### src/rtl/store_pkg.sv
// Shared types and constants for the memory-stage store path.
package store_pkg;

    localparam int unsigned ADDR_W = 32;

    typedef enum logic [1:0] {
        ST_SW  = 2'b00,
        ST_SH  = 2'b01,
        ST_SB  = 2'b10,
        ST_RSV = 2'b11
    } st_op_e;

    localparam logic [3:0] BE_WORD    = 4'b1111;
    localparam logic [3:0] BE_HALF_LO = 4'b0011;
    localparam logic [3:0] BE_HALF_HI = 4'b1100;

    typedef struct packed {
        logic [ADDR_W-1:0] addr;
        logic [31:0]       wdata;
        logic [3:0]        be;
        logic [31:0]       pc;
    } st_entry_t;

endpackage

### src/rtl/store_buffer_if.sv
// Pipeline-side store/load signals and memory-side write handshake of the store buffer.
interface store_buffer_if #(
    parameter int unsigned AW = 32
);
    logic          st_valid;
    logic [1:0]    st_op;
    logic [AW-1:0] st_addr;
    logic [31:0]   st_data;
    logic [31:0]   st_pc;
    logic          st_ready;
    logic          st_err;
    logic          ld_valid;
    logic [AW-1:0] ld_addr;
    logic          ld_hazard;
    logic          mem_req;
    logic [AW-1:0] mem_addr;
    logic [31:0]   mem_wdata;
    logic [3:0]    mem_be;
    logic [31:0]   mem_pc;
    logic          mem_ack;
    logic          empty;

    modport master (
        output st_valid, st_op, st_addr, st_data, st_pc, ld_valid, ld_addr, mem_ack,
        input  st_ready, st_err, ld_hazard, mem_req, mem_addr, mem_wdata, mem_be, mem_pc, empty
    );

    modport slave (
        input  st_valid, st_op, st_addr, st_data, st_pc, ld_valid, ld_addr, mem_ack,
        output st_ready, st_err, ld_hazard, mem_req, mem_addr, mem_wdata, mem_be, mem_pc, empty
    );

endinterface

### src/rtl/store_lane_align.sv
// Byte-enable and lane-replicated write data for sw/sh/sb; flags misaligned or reserved ops.
module store_lane_align
    import store_pkg::*;
(
    input  st_op_e      op,
    input  logic [1:0]  a,
    input  logic [31:0] data,
    output logic [3:0]  be,
    output logic [31:0] wdata,
    output logic        aligned
);

    always_comb begin
        be      = '0;
        wdata   = data;
        aligned = 1'b0;
        unique case (op)
            ST_SW: begin
                be      = BE_WORD;
                aligned = (a == 2'b00);
            end
            ST_SH: begin
                be      = a[1] ? BE_HALF_HI : BE_HALF_LO;
                wdata   = {2{data[15:0]}};
                aligned = !a[0];
            end
            ST_SB: begin
                be      = 4'b0001 << a;
                wdata   = {4{data[7:0]}};
                aligned = 1'b1;
            end
            default: begin
                aligned = 1'b0;
            end
        endcase
    end

endmodule

### src/rtl/store_buffer.sv
// Circular store queue between the M stage and data memory, with load-hit hazard detection.
module store_buffer
    import store_pkg::*;
#(
    parameter int unsigned DEPTH = 2,
    parameter int unsigned AW    = 32
) (
    input  logic          clk,
    input  logic          reset,
    store_buffer_if.slave bus
);

    localparam int unsigned PW = $clog2(DEPTH);
    localparam int unsigned CW = $clog2(DEPTH + 1);

    logic [CW-1:0] count_q, count_d;
    logic [PW-1:0] wr_q, rd_q;
    logic          err_q;
    st_entry_t     entries_q [DEPTH];
    st_entry_t     head;

    logic [3:0]    be;
    logic [31:0]   wdata;
    logic          aligned;
    logic          push, pop, bad;

    logic [PW-1:0] idx;
    logic [AW-1:0] ent_addr;
    logic [AW-1:0] ld_word;
    logic          hazard;
    logic          unused_ld;

    store_lane_align u_align (
        .op      (st_op_e'(bus.st_op)),
        .a       (bus.st_addr[1:0]),
        .data    (bus.st_data),
        .be      (be),
        .wdata   (wdata),
        .aligned (aligned)
    );

    // A full buffer does not evaluate the store at all, so no error can be raised.
    assign push = bus.st_valid && bus.st_ready && aligned;
    assign bad  = bus.st_valid && bus.st_ready && !aligned;
    assign pop  = bus.mem_req && bus.mem_ack;

    assign bus.st_ready  = (count_q != CW'(DEPTH));
    assign bus.mem_req   = (count_q != '0);
    assign bus.empty     = (count_q == '0);
    assign bus.st_err    = err_q;

    assign head          = entries_q[rd_q];
    assign bus.mem_addr  = AW'(head.addr);
    assign bus.mem_wdata = head.wdata;
    assign bus.mem_be    = head.be;
    assign bus.mem_pc    = head.pc;

    always_comb begin
        count_d = count_q;
        if (push && !pop) begin
            count_d = count_q + CW'(1);
        end else if (pop && !push) begin
            count_d = count_q - CW'(1);
        end
    end

    always_ff @(posedge clk) begin
        if (!reset) begin
            count_q <= '0;
            wr_q    <= '0;
            rd_q    <= '0;
            err_q   <= 1'b0;
        end else begin
            count_q <= count_d;
            err_q   <= bad;
            if (push) wr_q <= wr_q + PW'(1);
            if (pop)  rd_q <= rd_q + PW'(1);
        end
    end

    // Entry payload needs no reset: only count decides which entries are live.
    always_ff @(posedge clk) begin
        if (push) begin
            entries_q[wr_q] <= '{
                addr:  ADDR_W'({bus.st_addr[AW-1:2], 2'b00}),
                wdata: wdata,
                be:    be,
                pc:    bus.st_pc
            };
        end
    end

    assign ld_word   = {bus.ld_addr[AW-1:2], 2'b00};
    assign unused_ld = ^bus.ld_addr[1:0];

    // Live entries are the count_q slots from rd_q onward; a push this cycle is not yet live.
    always_comb begin
        hazard   = 1'b0;
        idx      = '0;
        ent_addr = '0;
        for (int unsigned k = 0; k < DEPTH; k++) begin
            idx      = rd_q + PW'(k);
            ent_addr = AW'(entries_q[idx].addr);
            if ((CW'(k) < count_q) && (ent_addr == ld_word)) begin
                hazard = 1'b1;
            end
        end
    end

    assign bus.ld_hazard = bus.ld_valid && hazard;

endmodule

### src/flat_wrapper.sv
// flat-port wrapper written by rule: the top's interface ports become plain ports
module store_buffer_flat import store_pkg::*;
#(
    parameter int unsigned DEPTH = 2,
    parameter int unsigned AW    = 32
)
  (clk, reset, bus_st_valid, bus_st_op, bus_st_addr, bus_st_data, bus_st_pc, bus_ld_valid, bus_ld_addr, bus_mem_ack, bus_st_ready, bus_st_err, bus_ld_hazard, bus_mem_req, bus_mem_addr, bus_mem_wdata, bus_mem_be, bus_mem_pc, bus_empty);
  store_buffer_if #(.AW(AW)) bus_i ();
  input  logic clk;
  input  logic reset;
  input wire logic [$bits(bus_i.st_valid)-1:0] bus_st_valid;
  input wire logic [$bits(bus_i.st_op)-1:0] bus_st_op;
  input wire logic [$bits(bus_i.st_addr)-1:0] bus_st_addr;
  input wire logic [$bits(bus_i.st_data)-1:0] bus_st_data;
  input wire logic [$bits(bus_i.st_pc)-1:0] bus_st_pc;
  input wire logic [$bits(bus_i.ld_valid)-1:0] bus_ld_valid;
  input wire logic [$bits(bus_i.ld_addr)-1:0] bus_ld_addr;
  input wire logic [$bits(bus_i.mem_ack)-1:0] bus_mem_ack;
  output wire logic [$bits(bus_i.st_ready)-1:0] bus_st_ready;
  output wire logic [$bits(bus_i.st_err)-1:0] bus_st_err;
  output wire logic [$bits(bus_i.ld_hazard)-1:0] bus_ld_hazard;
  output wire logic [$bits(bus_i.mem_req)-1:0] bus_mem_req;
  output wire logic [$bits(bus_i.mem_addr)-1:0] bus_mem_addr;
  output wire logic [$bits(bus_i.mem_wdata)-1:0] bus_mem_wdata;
  output wire logic [$bits(bus_i.mem_be)-1:0] bus_mem_be;
  output wire logic [$bits(bus_i.mem_pc)-1:0] bus_mem_pc;
  output wire logic [$bits(bus_i.empty)-1:0] bus_empty;
  assign bus_i.st_valid = bus_st_valid;
  assign bus_i.st_op = bus_st_op;
  assign bus_i.st_addr = bus_st_addr;
  assign bus_i.st_data = bus_st_data;
  assign bus_i.st_pc = bus_st_pc;
  assign bus_i.ld_valid = bus_ld_valid;
  assign bus_i.ld_addr = bus_ld_addr;
  assign bus_i.mem_ack = bus_mem_ack;
  assign bus_st_ready = bus_i.st_ready;
  assign bus_st_err = bus_i.st_err;
  assign bus_ld_hazard = bus_i.ld_hazard;
  assign bus_mem_req = bus_i.mem_req;
  assign bus_mem_addr = bus_i.mem_addr;
  assign bus_mem_wdata = bus_i.mem_wdata;
  assign bus_mem_be = bus_i.mem_be;
  assign bus_mem_pc = bus_i.mem_pc;
  assign bus_empty = bus_i.empty;
  store_buffer #(.DEPTH(DEPTH), .AW(AW)) u_core (.clk(clk), .reset(reset), .bus(bus_i));
endmodule
### config.mk
export PLATFORM = sky130hd
export DESIGN_NAME = store_buffer_flat
export DESIGN_NICKNAME = d
export VERILOG_FILES = /design/src/rtl/store_pkg.sv /design/src/rtl/store_buffer_if.sv /design/src/rtl/store_lane_align.sv /design/src/rtl/store_buffer.sv /design/src/flat_wrapper.sv
export SDC_FILE = /design/constraint.sdc
export NUM_CORES = 1
export LEC_CHECK = 0
export ABC_AREA = 1
export BUFFER_PORTS_ARGS = -buffer_cell sky130_fd_sc_hd__buf_2
export CAP_MARGIN = 10
export CORE_MARGIN = 1.5
export CORE_UTILIZATION = 48
export DETAILED_ROUTE_END_ITERATION = 10
export GPL_TIMING_DRIVEN = 0
export PLACE_DENSITY = 0.8
export RECOVER_POWER = 100
export SYNTH_ARGS = -nofsm -noshare
export SYNTH_HDL_FRONTEND = slang
export SYNTH_SLANG_ARGS = --single-unit
### constraint.sdc
create_clock -name clk -period 5.8 [get_ports clk]
set_input_delay 0.29 -clock clk [delete_from_list [all_inputs] [get_ports clk]]
set_output_delay 0.29 -clock clk [all_outputs]
set_load 0.01 [all_outputs]
==> results of run 1 <==
-- area by class of cell --
cell class / instances / area share [%]
well taps: 265 / 2.71
repair buffers: 305 / 14.2
clock inverters: 10 / 0.625
multi-input cells: 704 / 24.3
diodes: 5 / 0.102
clock buffers: 26 / 4.54
plain buffers: 33 / 1.31
flip-flops and latches: 202 / 49.2
inverters: 98 / 3.04
-- kinds of logic (layout without fill, tap and decap cells) --
group	after synthesis	after routing
compound gates	50	50
xor+xnor	1	1
fa+ha+maj	8	8
buf+inv	131	472
flops	202	202
other cells	1	7
simple gates	643	643
-- metal layers --
layer,global-route usage [%],share of wire [%],vias up
met4,7.84,2.6,0
li1,-,-,4027
met5,0,0,-
met2,43.1,50,386
met3,4.80,9.1,58
met1,29.6,38,3779
-- critical path: cells and delay by family, from the launching register on --
kind / cells / cell delay (ps)
simple gates: 2 / 1470
buf+inv: 3 / 1380
flops: 1 / 330
fa+ha+maj: 1 / 250
-- synth_stat cells --
cell type  count  share of area, %
nand2_1      498                20
buf_4          8              0.63
o211ai_1       1             0.079
and2_1         1             0.066
buf_6          2              0.24
o21ai_1        2              0.10
buf_2          6              0.31
buf_12         1              0.21
buf_8          1              0.16
edfxtp_1     196                62
a31oi_1        4              0.26
ha_1           8               1.0
dfxtp_1        6               1.3
o21ai_0       20               1.0
inv_4          1             0.066
o22ai_1       16               1.0
nand2_2       30               2.0
inv_1         96               3.8
nor2_1        45               1.8
inv_6          1             0.092
clkbuf_1      12              0.47
buf_1          3              0.12
nand3_1       69               3.6
conb_1         1             0.039
a21oi_1        7              0.37
xnor2_1        1             0.092
-- registers in the layout (all words and copies together) (netlist names), named ones only --
| signal | flops |
|---|---|
| u_core.entries_q | 196 |
| u_core.rd_q | 1 |
| u_core.wr_q | 1 |
| u_core.bus.st_err | 1 |
| u_core.count_q | 2 |
-- repair_timing --
item | CTS | global route
setup endpoints to repair | 0 | 0
hold buffers | 64 | 0
hold endpoints to repair | 128 | 0
-- report_power, final --
part | switching [mW] | internal (mW)
Clock | 0.532 | 0.721
Sequential | 0.0203 | 1.68
Combinational | 0.673 | 0.315
Total | 1.23 | 2.72
-- worst min-delay path by stage --
stage                                                    to  slack, ps  cells after the start
final                          u_core.bus.st_err$_SDFF_PN0_         60                      3
after global routing           u_core.bus.st_err$_SDFF_PN0_         70                      3
after CTS                 u_core.entries_q[1][74]$_DFFE_PP_          4                      1
after detailed placement  u_core.entries_q[0][25]$_DFFE_PP_        480                      1
after global placement             u_core.wr_q$_SDFFE_PN0N_        470                      2
after floorplan            u_core.entries_q[0][0]$_DFFE_PP_        390                      0
-- stage by stage --
stage | util (%) | area, µm² | worst slack, ps | hold slack, ps | instances
final | 62.8 | 12200 | 1950 | 61.2 | 1648
after global routing | 62.7 | 12200 | 1650 | 71.9 | 1645
after CTS | 64.1 | 12500 | 3090 | 3.72 | 1643
after detailed placement | 57.5 | 11200 | 2920 | 482 | 1543
after global placement | 56.8 | 11100 | -2630 | 467 | 1537
after floorplan | - | 9560 | 185 | 389 | 1037
==> flow_summary.yaml, run 1 <==
cells_and_area:
  synthToLayoutAreaGrowth_pct: 27.9
  n_fill_cell: 1665
  final_cell_mix: "nand2_1 (501), edfxtp_1 (196), clkbuf_1 (168), inv_1 (96), buf_2 (94)"
  nets: 1508
  drive_above_1_share_pct: 12.2
  multi_input_area_um2: 2960
  final_common_cell: "nand2_1"
  regArea_um2: 6010
worst_setup_path:
  reg2regPathDepth: 6
  arrival_ps: 3940
  worst-path-max-fanout: 24
  r2r_slack_ps: 1950
  slowest_stage: "nor2_1"
  r2r_start: "u_core.count_q[0]$_SDFFE_PN0P_"
  max_stage_delay_ps: 1260
  r2r_end: "u_core.entries_q[1][82]$_DFFE_PP_"
  startpoint: "u_core.count_q[0]$_SDFFE_PN0P_"
  worstPathRequired_ps: 5890
  cpMostUsedCell: "inv_1"
  cp-endpoint: "u_core.entries_q[1][82]$_DFFE_PP_"
  worstSetupEndpointType: "flip-flop"
  worstSetupPathType: "flip-flop to flip-flop"
  cp-start-kind: "flip-flop"
  cp_cell_sequence: "inv_1, ha_1, inv_1, nand3_1, nor2_1, clkbuf_1"
routing:
  totalWireLength_um: 25700
  wire_per_inst_um: 15.6
  via_per_inst: 5.01
  drc: 0
  drtPass1Iterations: 6
  ant_nets: 0
  drtIter0Drc: 548
  vias: 8250
sta:
  max_freq_mhz: 260
  tightestPinTransition_ps: 1910
  setup_tns_ps: 0
  period_share_pct: 66.4
  rsz0062_at_grt: "false"
  relSlewSlack_pct: -27.7
  drv_slew: 61
  clock_skew_ps: 5.88
  finalSetupViolCount: 0
  period_needed_ps: 3850
  hold_viol: 0
grt:
  grt_usage_pct: 24.3
  grt_pass1_vias: 7967
  grt_pass1_wl_um: 38600
  grt_max_degree: 34
  antenna_found_initial: 3
  grt-ovfl-total: 0
cts:
  post_cts_buffers: 0
  root_buffer: "clkbuf_16"
  path_clk_slew_ps: 60
  cts_tree: "done"
  numCtsBuffers: 21
  cts_sinks: 202
  clk_latency_ps: 490
  post_cts_resized: 0
  h-tree-depth: 1
  cts_buffer_depth: 3
placed_design:
  numPortBuffers: 235
  place_congestion: 0.974
  dpl.hpwl_um: 18500
pwr:
  power.density_nw_per_um2: 323
  p_total_mw: 3.94
  vdd.ir_drop.worst_v: 0.000247
  power_leakage_nw: 5.42
status:
  violations: "max-capacitance violations, max-slew violations"
  outcome: "finished, violations left"
min_path:
  hold_path.startpoint: "bus_st_valid"
  hp-class: "primary input to flip-flop"
yosys:
  synthMuxAreaShare_pct: 0
  synth_compound_area_share_pct: 2.91
  synthAdderAreaFrac_pct: 1.05
  yosys.area_share.simple_pct: 27.0
  synthCells: 1036
  ys_types: 26
  synth_top_family_by_area: "simple AND/OR/NAND/NOR gates"
  ys_ff_latch: 202
  ys_seq_area_share_pct: 62.9
  netlist_area_um2: 9550
  avgSynthCellArea_um2: 9.22
  ys_warn_count: 0
  synth_xor_area_share_pct: 0.0917
floorplan:
  die-area_um2: 20800
  die_width_um: 144
  num_rows: 51
  core_area_um2: 19500
  die_y_um: 144
  num_io_pins: 240
  start_util_pct: 49.1
run:
  drv_cap: 3
No activity file was read; power rests on OpenSTA's default activity.
==> run 2, diff against run 1 <==
Settings changed: CORE_UTILIZATION 48 to 50.
Clock period 5.8 ns to 3.9 ns, I/O delays scaled along.
==> run 2 against run 1 <==
  * Critical endpoint is now bus_ld_hazard
  * Largest power group unchanged
  * First-iteration DRC count increased by 20%
  * The run still ends with max-capacitance violations, max-slew violations left
  * Design area increased by 1.7%
  * Clock-buffer cell count decreased by 1
  * Worst setup slack got worse by 1100 ps
==> flow_summary.yaml, run 2 (synthesis gave the netlist of run 1 again) <==
status:
  outcome: "finished, violations left"
  violations: "max-capacitance violations, max-slew violations"
routing:
  route.met3.wl_um: 2420
  routed.top_layer: "met4"
  wirelength_met1_um: 9850
  drtPass1Iterations: 5
  drc: 0
  vias: 8299
  drtIter0Drc: 655
  totalWireLength_um: 26200
  via_per_inst: 5.11
  routed-wl-met2_um: 13100
  wire_per_inst_um: 16.2
  ant_nets: 0
worst_setup_path:
  slowest_stage: "clkinvlp_2"
  worstSetupPathType: "flip-flop to primary output"
  r2r_end: "u_core.entries_q[0][15]$_DFFE_PP_"
  worstPathRequired_ps: 3700
  path_delay_family: "buffers and inverters"
  worst-path-max-fanout: 10
  reg2regPathDepth: 6
  path_depth: 15
  r2r_slack_ps: 1020
  cp-start-kind: "flip-flop"
  arrival_ps: 2850
  cp_cell_sequence: "buf_6, clkinvlp_2, buf_12, nand2_2, nand2_2, nand2_1, nand2_1, nor2_1, nand2_1, nor2_1, nand2_1, nor2_1, nor2_1, nor2_1, buf_2"
  r2r_start: "u_core.count_q[0]$_SDFFE_PN0P_"
  crit_buf_inv: 4
  worstSetupEndpointType: "primary output"
  cpMostUsedCell: "nor2_1"
  max_stage_delay_ps: 470
grt:
  grt_pass1_vias: 7923
  grt_pass1_wl_um: 39400
  grt-ovfl-total: 0
  antenna_found_initial: 0
  grt_usage_pct: 25.6
  grt_max_degree: 33
floorplan:
  num_io_pins: 240
  core_area_um2: 18700
  num_rows: 50
  die_width_um: 141
  die_y_um: 141
  start_util_pct: 51.1
  die-area_um2: 19900
cells_and_area:
  fin_util_pct: 66.4
  largest_reg_flops: 196
  nets: 1517
  final_cell_mix: "nand2_1 (506), edfxtp_1 (196), clkbuf_1 (153), buf_2 (103), inv_1 (96)"
  largestRegisters: "u_core.entries_q: 196 flops, u_core.count_q: 2 flops"
  n_fill_cell: 1509
  final_common_cell: "nand2_1"
  drive_above_1_share_pct: 12.9
  largest-register: "u_core.entries_q"
  synthToLayoutAreaGrowth_pct: 30.0
placed_design:
  numPortBuffers: 235
  dpl.hpwl_um: 18400
  place_congestion: 0.930
sta:
  finalSetupViolCount: 0
  relSlewSlack_pct: -17.6
  tightestPinTransition_ps: 1760
  period_needed_ps: 3040
  setup_tns_ps: 0
  max_freq_mhz: 329
  period_share_pct: 78.0
  hold_viol: 0
  clock_skew_ps: 17.6
  rsz0062_at_grt: "false"
  drv_slew: 37
min_path:
  hold_depth: 3
  hold_path.startpoint: "bus_mem_ack"
  hp-class: "primary input to flip-flop"
cts:
  clk_latency_ps: 500
  cts_buffer_depth: 3
  numCtsBuffers: 22
  h-tree-depth: 1
  cts_tree: "done"
  cts_sinks: 202
  post_cts_resized: 0
  path_clk_slew_ps: 60
  root_buffer: "clkbuf_16"
pwr:
  p_int_mw: 4.28
  clkPwrFrac_pct: 34.3
  power_leakage_nw: 5.55
  p_switching_mw: 1.88
  switching_share_pct: 30.5
  vdd.ir_drop.worst_v: 0.000376
  combPwrFrac_pct: 24.6
  power.density_nw_per_um2: 496
  p_seq_share_pct: 41.1
run:
  drv_cap: 2
==> run 2: per-stage QoR <==
step           hold WS [ps]  setup WS, ps  cell area (µm²)  instances  power, mW
2_1_floorplan           294         -1620             9560       1037       3.47
3_3_place_gp            383         -4520            11000       1506       4.05
3_5_place_dp            386          1090            11200       1512       4.08
4_1_cts                72.9          1300            12600       1623       6.24
5_1_grt                 113           592            12400       1623       6.42
6_report               95.1           858            12400       1624       6.16
==> run 2: how the worst max path moves through the flow <==
stage | startpoint | endpoint | slack, ps
floorplan | bus_st_op[0] | u_core.entries_q[0][0]$_DFFE_PP_ | -1620
global placement | bus_st_op[0] | u_core.entries_q[0][10]$_DFFE_PP_ | -4520
detailed placement | bus_st_op[0] | u_core.entries_q[0][11]$_DFFE_PP_ | 1090
CTS | flip-flop | bus_mem_pc[23] | 1300
global route | flip-flop | bus_ld_hazard | 590
finish | flip-flop | bus_ld_hazard | 860
==> run 2: timing repair <==
item                                   CTS  global route
buffers inserted                         0             0
hold buffers                            72             0
endpoints found under the hold margin  143             0
==> run 2: power by group through the flow <==
stage | clock [mW] | combinational (mW) | sequential [mW]
floorplan | 0 | 0.886 | 2.58
global placement | 0 | 1.46 | 2.59
detailed placement | 0 | 1.50 | 2.58
CTS | 2.14 | 1.57 | 2.53
global route | 2.22 | 1.67 | 2.54
finish | 2.11 | 1.52 | 2.53
==> run 2: area by class of cell <==
type	count	area (µm²)	area share, %
Sequential cell	202	6010	48.4
Multi-Input combinational cell	704	2950	23.8
Timing Repair Buffer	313	1850	14.9
Clock buffer	25	593	4.78
Inverter	98	372	2.99
Tap cell	234	293	2.36
Buffer	33	203	1.63
Clock inverter	14	144	1.16
Antenna cell	1	2.50	0.0201
==> run 2: worst min-delay path, cell delays in order <==
cell     delay (ps)
buf_2           100
nand2_1         160
a21oi_1          90
==> run 2: routing by layer <==
layer  GRT usage [%]  vias to the layer above
li1                -                     4038
met1            30.4                     3752
met2            45.4                      441
met3            5.06                       68
met4            10.6                        0
met5               0                        -
